--- src/rtl/uart_tx_ctrl.sv ---
// UART transmit controller: sequences start, LSB-first data, optional parity and stop
// bits, one bit per clock, and drives the line-mux select for an external serializer.
module uart_tx_ctrl #(
  parameter int DATA_WIDTH = 8
) (
  input  logic                  CLK,
  input  logic                  RST,
  input  logic [DATA_WIDTH-1:0] P_DATA,
  input  logic                  Data_Valid,
  input  logic                  PAR_EN,
  input  logic                  PAR_TYP,
  output logic [1:0]            mux_sel,
  output logic                  ser_data,
  output logic                  par_bit,
  output logic                  busy
);

  localparam int CW = $clog2(DATA_WIDTH);

  typedef enum logic [2:0] {
    ST_IDLE   = 3'd0,
    ST_START  = 3'd1,
    ST_DATA   = 3'd2,
    ST_PARITY = 3'd3,
    ST_STOP   = 3'd4
  } state_e;

  state_e                state_q, state_d;
  logic [CW-1:0]         cnt_q, cnt_d;
  logic [DATA_WIDTH-1:0] data_q, data_d;
  logic                  par_en_q, par_en_d;
  logic                  par_typ_q, par_typ_d;
  logic                  ser_data_q, ser_data_d;
  logic                  load;

  // NOTE: every signal gets its default before the case statement, so no path leaves
  // a value unassigned and no latch is inferred.
  always_comb begin
    state_d    = state_q;
    cnt_d      = cnt_q;
    data_d     = data_q;
    par_en_d   = par_en_q;
    par_typ_d  = par_typ_q;
    ser_data_d = ser_data_q;
    load       = 1'b0;

    case (state_q)
      ST_IDLE: begin
        if (Data_Valid) begin
          load    = 1'b1;
          state_d = ST_START;
        end
      end
      ST_START: begin
        state_d    = ST_DATA;
        cnt_d      = '0;
        ser_data_d = data_q[0];
      end
      ST_DATA: begin
        if (cnt_q == CW'(DATA_WIDTH - 1)) begin
          state_d = par_en_q ? ST_PARITY : ST_STOP;
        end else begin
          cnt_d      = cnt_q + 1'b1;
          ser_data_d = data_q[cnt_d];
        end
      end
      ST_PARITY: state_d = ST_STOP;
      ST_STOP: begin
        // Back-to-back requests skip IDLE entirely.
        if (Data_Valid) begin
          load    = 1'b1;
          state_d = ST_START;
        end else begin
          state_d = ST_IDLE;
        end
      end
      default: state_d = ST_IDLE;
    endcase

    if (load) begin
      data_d    = P_DATA;
      par_en_d  = PAR_EN;
      par_typ_d = PAR_TYP;
    end
  end

  // NOTE: sequential state uses non-blocking assignments only; every register here is
  // reset because outputs must be defined the instant RST rises.
  always_ff @(posedge CLK or posedge RST) begin
    if (RST) begin
      state_q    <= ST_IDLE;
      cnt_q      <= '0;
      data_q     <= '0;
      par_en_q   <= 1'b0;
      par_typ_q  <= 1'b0;
      ser_data_q <= 1'b0;
    end else begin
      state_q    <= state_d;
      cnt_q      <= cnt_d;
      data_q     <= data_d;
      par_en_q   <= par_en_d;
      par_typ_q  <= par_typ_d;
      ser_data_q <= ser_data_d;
    end
  end

  // Outputs decode registered state only; nothing reaches them from the inputs.
  always_comb begin
    mux_sel = 2'b11;
    case (state_q)
      ST_START:  mux_sel = 2'b00;
      ST_DATA:   mux_sel = 2'b01;
      ST_PARITY: mux_sel = 2'b10;
      default:   mux_sel = 2'b11;
    endcase
  end

  assign busy     = (state_q inside {ST_START, ST_DATA, ST_PARITY, ST_STOP});
  assign ser_data = ser_data_q;
  assign par_bit  = (^data_q) ^ par_typ_q;

endmodule

--- config.mk ---
export PLATFORM = sky130hd
export DESIGN_NAME = uart_tx_ctrl
export DESIGN_NICKNAME = d
export VERILOG_FILES = /design/src/rtl/uart_tx_ctrl.sv
export SDC_FILE = /design/constraint.sdc
export NUM_CORES = 1
export LEC_CHECK = 0
export BUFFER_PORTS_ARGS = -buffer_cell sky130_fd_sc_hd__buf_2
export CORE_UTILIZATION = 56
export CTS_BUF_LIST = sky130_fd_sc_hd__clkbuf_4 sky130_fd_sc_hd__clkbuf_8
export DETAILED_ROUTE_END_ITERATION = 10
export PLACE_DENSITY = 0.81
export SYNTH_ARGS = -nofsm -noshare
export SYNTH_HDL_FRONTEND = slang
export SYNTH_SLANG_ARGS = --single-unit
export TNS_END_PERCENT = 50
--- constraint.sdc ---
create_clock -name CLK -period 2.2 [get_ports CLK]
set_input_delay 0.11 -clock CLK [delete_from_list [all_inputs] [get_ports CLK]]
set_output_delay 0.11 -clock CLK [all_outputs]
set_load 0.02 [all_outputs]
**Yosys cells after proc, flatten, opt, wreduce, memory -nomap -nowiden**

Index checks and enable logic that the tools add are counted.

- Bitwise gates (word level): 1
- $add $sub $neg: 1
- Equality and inequality tests: 8
- $lt $le $gt $ge: 1
- Reduce and logical (&&, ||, !) cells: 7
- Multiplexer cells: 14

Operators by type and width:

| kind | number |
|---|---|
| $pmux 3 s5 | 1 |
| $mux 3 | 4 |
| $reduce_xor 8->1 | 1 |
| $eq 3x2->1 const B | 2 |
| $eq 3x3->1 const B | 2 |
| $ne 2x2->1 const B | 3 |
| $pmux 2 s3 | 1 |
| $pmux 3 s2 | 1 |
| $mux 1 | 5 |
| $lt 3x4->1 const B | 1 |
| $reduce_and 2->1 | 2 |
| $reduce_bool 4->1 | 1 |
| $add 3x1->3 const B | 1 |
| $bmux 1 s3 | 1 |
| $eq 3x1->1 const B | 1 |
| $logic_not 3->1 | 1 |
| $pmux 1 s2 | 1 |
| $reduce_bool 2->1 | 1 |
| $reduce_or 2->1 | 1 |
| $xor 1x1->1 | 1 |

- Register bits: 17
- Word-level logic and storage cells: 38
- Input bits: 13
- Output and inout bits: 5

**Logic depth before layout (Yosys ltp)**

- Word-level depth: 5
- Mapped depth: 5
- Gate-level depth less buffers: 5

**Worst setup path after synthesis**

OpenSTA, ideal clock, no wires.

- Path kind: register to register
- Start: reg cnt_q[0]
- End: reg ser_data_q (netlist: ser_data)
- Period minus slack after synthesis: 1,654 ps
- Library setup time: 86 ps
- Arrival: 1,569 ps
- Data required time: 2,114 ps
- Buffers on the path: 1
- Setup slack: 546 ps
- Cell stages (with the launch flop): 6
- Cell sequence: dfrtp_1 -> ha_1 -> buf_6 -> mux2i_1 -> mux4_2 -> a32oi_1

- Cells in the longest elaborated chain, start to end: 5
- Elaborated cells between the ends (all ways): 8
- Those cells by class: add/sub (1); eq/ne (2); mux (4); reduce/logical (1)

RTL lines:

| element | RTL line | text |
|---|---|---|
| start, declared | 29 | `logic [CW-1:0] cnt_q, cnt_d;` |
| start signal, assigned | 99 | `cnt_q <= cnt_d;` |
| $add 3x1->3 | 63 | `cnt_d = cnt_q + 1'b1;` |
| $bmux 1 s3 | 64 | `ser_data_d = data_q[cnt_d];` |
| $mux 1 (implied by the code) | 64 |  |
| $mux 1 | 60 | `if (cnt_q == CW'(DATA_WIDTH - 1)) begin` |
| $pmux 1 s2 | 47 | `case (state_q)` |
| end signal, assigned | 103 | `ser_data_q <= ser_data_d;` |
| end, declared | 33 | `logic ser_data_q, ser_data_d;` |

Several ways; a longest one is shown, not always the timed one. The select of a mux whose other input is x is not followed.
A chain may end at the register's enable or synchronous reset.

**Worst setup path after layout**

- Start: reg data_q[5]
- End: out par_bit

- Cells in the longest elaborated chain, start to end: 2

RTL lines:

| element | RTL line | text |
|---|---|---|
| start, declared | 30 | `logic [DATA_WIDTH-1:0] data_q, data_d;` |
| start signal, assigned | 100 | `data_q <= data_d;` |
| $reduce_xor 8->1 | 120 | `assign par_bit = (^data_q) ^ par_typ_q;` |
| $xor 1x1->1 | 120 |  |
| end, declared | 14 | `output logic par_bit,` |

No other way between the ends.

==> load_flow_metrics.sql <==
INSERT INTO impl_metrics (metric_group, metric, value, unit) VALUES
('yosys', 'yosys_warnings', '0', ''),
('yosys', 'synth.top_cells.by_count', 'sky130_fd_sc_hd__dfrtp_1 (17), sky130_fd_sc_hd__mux2_2 (11), sky130_fd_sc_hd__xnor2_1 (6)', ''),
('power', 'total_power', '0.00195', 'W'),
('hold_path', 'worstHoldPathType', 'primary input to flip-flop', ''),
('yosys', 'synth-seq-cells', '17', ''),
('timing', 'min_period', '1.77', 'ns'),
('die', 'vert_die_dim', '42.9', 'µm'),
('job', 'number_of_violations_of_the_max_capacitance_limit', '0', ''),
('worst_setup_path', 'worstPathArrival', '1.66', 'ns'),
('layout', 'drive_above_1_share', '34.4', '%'),
('timing', 'setup_viol', '0', ''),
('clocking', 'cts_num_sinks', '17', ''),
('yosys', 'yosys.area_share.xor_xnor', '9.87', '%'),
('grt', 'overflow', '0', ''),
('power', 'p_leak', '0.490', 'nW'),
('clocking', 'clk-insertion-delay-late', '0.30', 'ns'),
('clocking', 'cts_max_path_buffers', '2', ''),
('clocking', 'clock_pin_slew_on_the_worst_setup_and_hold_paths', '0.10', 'ns'),
('yosys', 'cells_after_synth', '79', ''),
('yosys', 'synth_most_common_cell', 'sky130_fd_sc_hd__dfrtp_1', ''),
('worst_setup_path', 'critical_path.reg2reg.endpoint', 'ser_data', ''),
('outcome', 'status', 'finished clean', ''),
('timing', 'finalCritPeriodShare', '80.3', '%'),
('power', 'power.ir.vdd_worst', '1.57', 'mV'),
('yosys', 'async_flop_share', '100', '%'),
('layout', 'fillCellCount', '112', ''),
('yosys', 'yosys.area.top_type', 'sky130_fd_sc_hd__dfrtp_1', ''),
('power', 'internal_power', '0.00114', 'W'),
('placed_design', 'dp.final_hpwl', '1200', 'µm'),
('clocking', 'h-tree-depth', '1', ''),
('die', 'rows', '14', ''),
('die', 'top_level_ports', '18', ''),
('placed_design', 'placement.cell_area', '1010', 'µm²'),
('grt', 'gr-usage-all-layers', '21.8', '%'),
('detailed_routing', 'wl_per_cell', '15.0', 'µm'),
('placed_design', 'last_weighted_congestion_value_of_the_routability_driven_placer', '0.762', ''),
('yosys', 'yosys-top-cells-area', 'sky130_fd_sc_hd__dfrtp_1 (45%), sky130_fd_sc_hd__mux2_2 (13%), sky130_fd_sc_hd__xnor2_1 (5.6%)', ''),
('yosys', 'synth_seq_area_share', '45.3', '%'),
('timing', 'finClkSkew', '0.00748', 'ns'),
('power', 'p_per_area', '1850', 'nW/µm²'),
('worst_setup_path', 'timing.reg2reg.setup_slack', '0.46', 'ns'),
('yosys', 'synth_top_flop_cell', 'sky130_fd_sc_hd__dfrtp_1', ''),
('worst_setup_path', 'crit_fanout', '3', ''),
('yosys', 'synth.cell_area', '938', 'µm²'),
('worst_setup_path', 'worst-endpoint-required', '2.09', 'ns'),
('layout', 'antennaDiodeCount', '0', ''),
('die', 'chipWidth', '42.9', 'µm'),
('detailed_routing', 'detail_route.wirelength', '1680', 'µm'),
('clocking', 'postCtsSetupBuffers', '0', ''),
('yosys', 'area_fraction_in_compound_gates_after_synthesis', '10.3', '%'),
('timing', 'finalHoldViolCount', '0', ''),
('detailed_routing', 'route.detailed.vias_per_inst', '5.79', ''),
('layout', 'post_layout_instance_area', '1050', 'µm²'),
('detailed_routing', 'dr.pass1.iters', '4', ''),
('grt', 'grt_pass1_vias', '674', ''),
('layout', 'num-nets-final', '112', ''),
('detailed_routing', 'number_of_nets_still_failing_antenna_checks_after_routing', '0', ''),
('die', 'initial_utilization', '60.9', '%'),
('detailed_routing', 'num_vias', '649', ''),
('detailed_routing', 'remaining_drc_errors', '0', ''),
('timing', 'timing.max_slew.rel_slack', '57.7', '%'),
('yosys', 'synth_adder_area_share', '2.67', '%'),
('layout', 'multi_input_comb_area', '467', 'µm²'),
('hold_path', 'hold_path_depth', '2', ''),
('clocking', 'cts_tree', 'yes', ''),
('clocking', 'numCtsBuffers', '3', ''),
('layout', 'flow.area_growth_from_synthesis', '12.1', '%'),
('hold_path', 'holdCritStartpoint', 'P_DATA[1]', ''),
('timing', 'report.final.slew_viol_count', '0', ''),
('yosys', 'synth_fp_nets', '94', ''),
('grt', 'grt_antenna_before_repair', '0', '');
worst max path at each step:
stage                   start  endpoint  slack (ns)  depth (start not counted)
floorplan            cnt_q[0]  ser_data        0.55                          5
global placement     cnt_q[0]  ser_data        0.53                          4
detailed placement   cnt_q[0]  ser_data        0.45                          4
CTS                 data_q[5]   par_bit        0.41                          4
global route        data_q[5]   par_bit        0.34                          4
finish              data_q[5]   par_bit        0.43                          4
cells by family (layout without fill, tap and decap cells):
group	after synthesis	after routing
adder cells (fa/ha/maj)	2	2
XOR/XNOR	9	9
buffers and inverters	9	26
flip-flops	17	17
AND/OR/NAND/NOR	12	12
multiplexers	16	16
AO/OA/AOI/OAI	14	14
routing by layer:
layer | wire [µm] | GRT usage (%)
met5 | 0 | 0
met2 | 805 | 36.1
met4 | 43 | 13.9
met3 | 38 | 2.55
met1 | 793 | 26.8
power by group through the flow:
| stage | Clock (W) | Combinational [W] | Sequential [W] |
|---|---|---|---|
| floorplan | 0 | 0.000975 | 0.000571 |
| global placement | 0 | 0.00109 | 0.000631 |
| detailed placement | 0 | 0.00113 | 0.000638 |
| CTS | 0.000186 | 0.00114 | 0.000629 |
| global route | 0.000198 | 0.00123 | 0.000655 |
| finish | 0.000184 | 0.00113 | 0.000633 |
layout make-up:
type	count	share of cell area, %
Clock buffer	4	2.85
Inverter	4	1.43
Multi-Input combinational cell	53	44.4
Sequential cell	17	40.4
Tap cell	16	1.90
Timing Repair Buffer	18	9.04
registers in the layout, summed over array words and instances, names as in the netlist:
register	count
cnt_q	3
data_q	8
par_en_q	1
par_typ_q	1
ser_data	1
state_q	3
stage by stage:
step,hold slack (ns),std cells,setup WS [ns],util [%]
after floorplan,0.0361,79,0.546,-
after global placement,0.221,107,0.526,65.7
after detailed placement,0.230,107,0.454,65.7
after CTS,0.0350,112,0.414,68.3
after global routing,0.0351,112,0.338,68.3
final,0.0354,112,0.433,68.3
cell usage in the layout (no fill, tap or decap):
cell type                       Yosys  layout
sky130_fd_sc_hd__dfrtp_1           17      17
sky130_fd_sc_hd__o2bb2ai_1          2       2
sky130_fd_sc_hd__a21oi_1            3       3
sky130_fd_sc_hd__buf_2              1      17
sky130_fd_sc_hd__o21ai_0            3       3
sky130_fd_sc_hd__a21o_1             1       1
sky130_fd_sc_hd__clkbuf_4           0       4
sky130_fd_sc_hd__a22oi_1            2       2
sky130_fd_sc_hd__nand4_1            1       1
sky130_fd_sc_hd__a32oi_1            1       1
sky130_fd_sc_hd__mux2i_1            4       4
sky130_fd_sc_hd__nand2_1            3       3
sky130_fd_sc_hd__nor2b_1            1       1
sky130_fd_sc_hd__inv_1              4       4
sky130_fd_sc_hd__mux2_2            11      11
sky130_fd_sc_hd__xnor3_1            1       1
sky130_fd_sc_hd__nor2_1             1       1
sky130_fd_sc_hd__ha_1               2       2
sky130_fd_sc_hd__xor2_1             2       2
sky130_fd_sc_hd__nand2b_1           1       1
sky130_fd_sc_hd__mux4_2             1       1
sky130_fd_sc_hd__a22o_1             1       1
sky130_fd_sc_hd__dlygate4sd3_1      0       1
sky130_fd_sc_hd__and2_1             1       1
sky130_fd_sc_hd__or3b_1             1       1
sky130_fd_sc_hd__nand3b_1           1       1
sky130_fd_sc_hd__xnor2_1            6       6
sky130_fd_sc_hd__nor3_1             2       2
sky130_fd_sc_hd__a211o_1            1       1
critical path, cell delays in order, from the launching register on:
cell and delay (ns):
sky130_fd_sc_hd__dfrtp_1 0.42, sky130_fd_sc_hd__xor2_1 0.19, sky130_fd_sc_hd__xnor3_1 0.44, sky130_fd_sc_hd__xnor2_1 0.15
sky130_fd_sc_hd__buf_2 0.18
(Power assumes the default switching activity.)
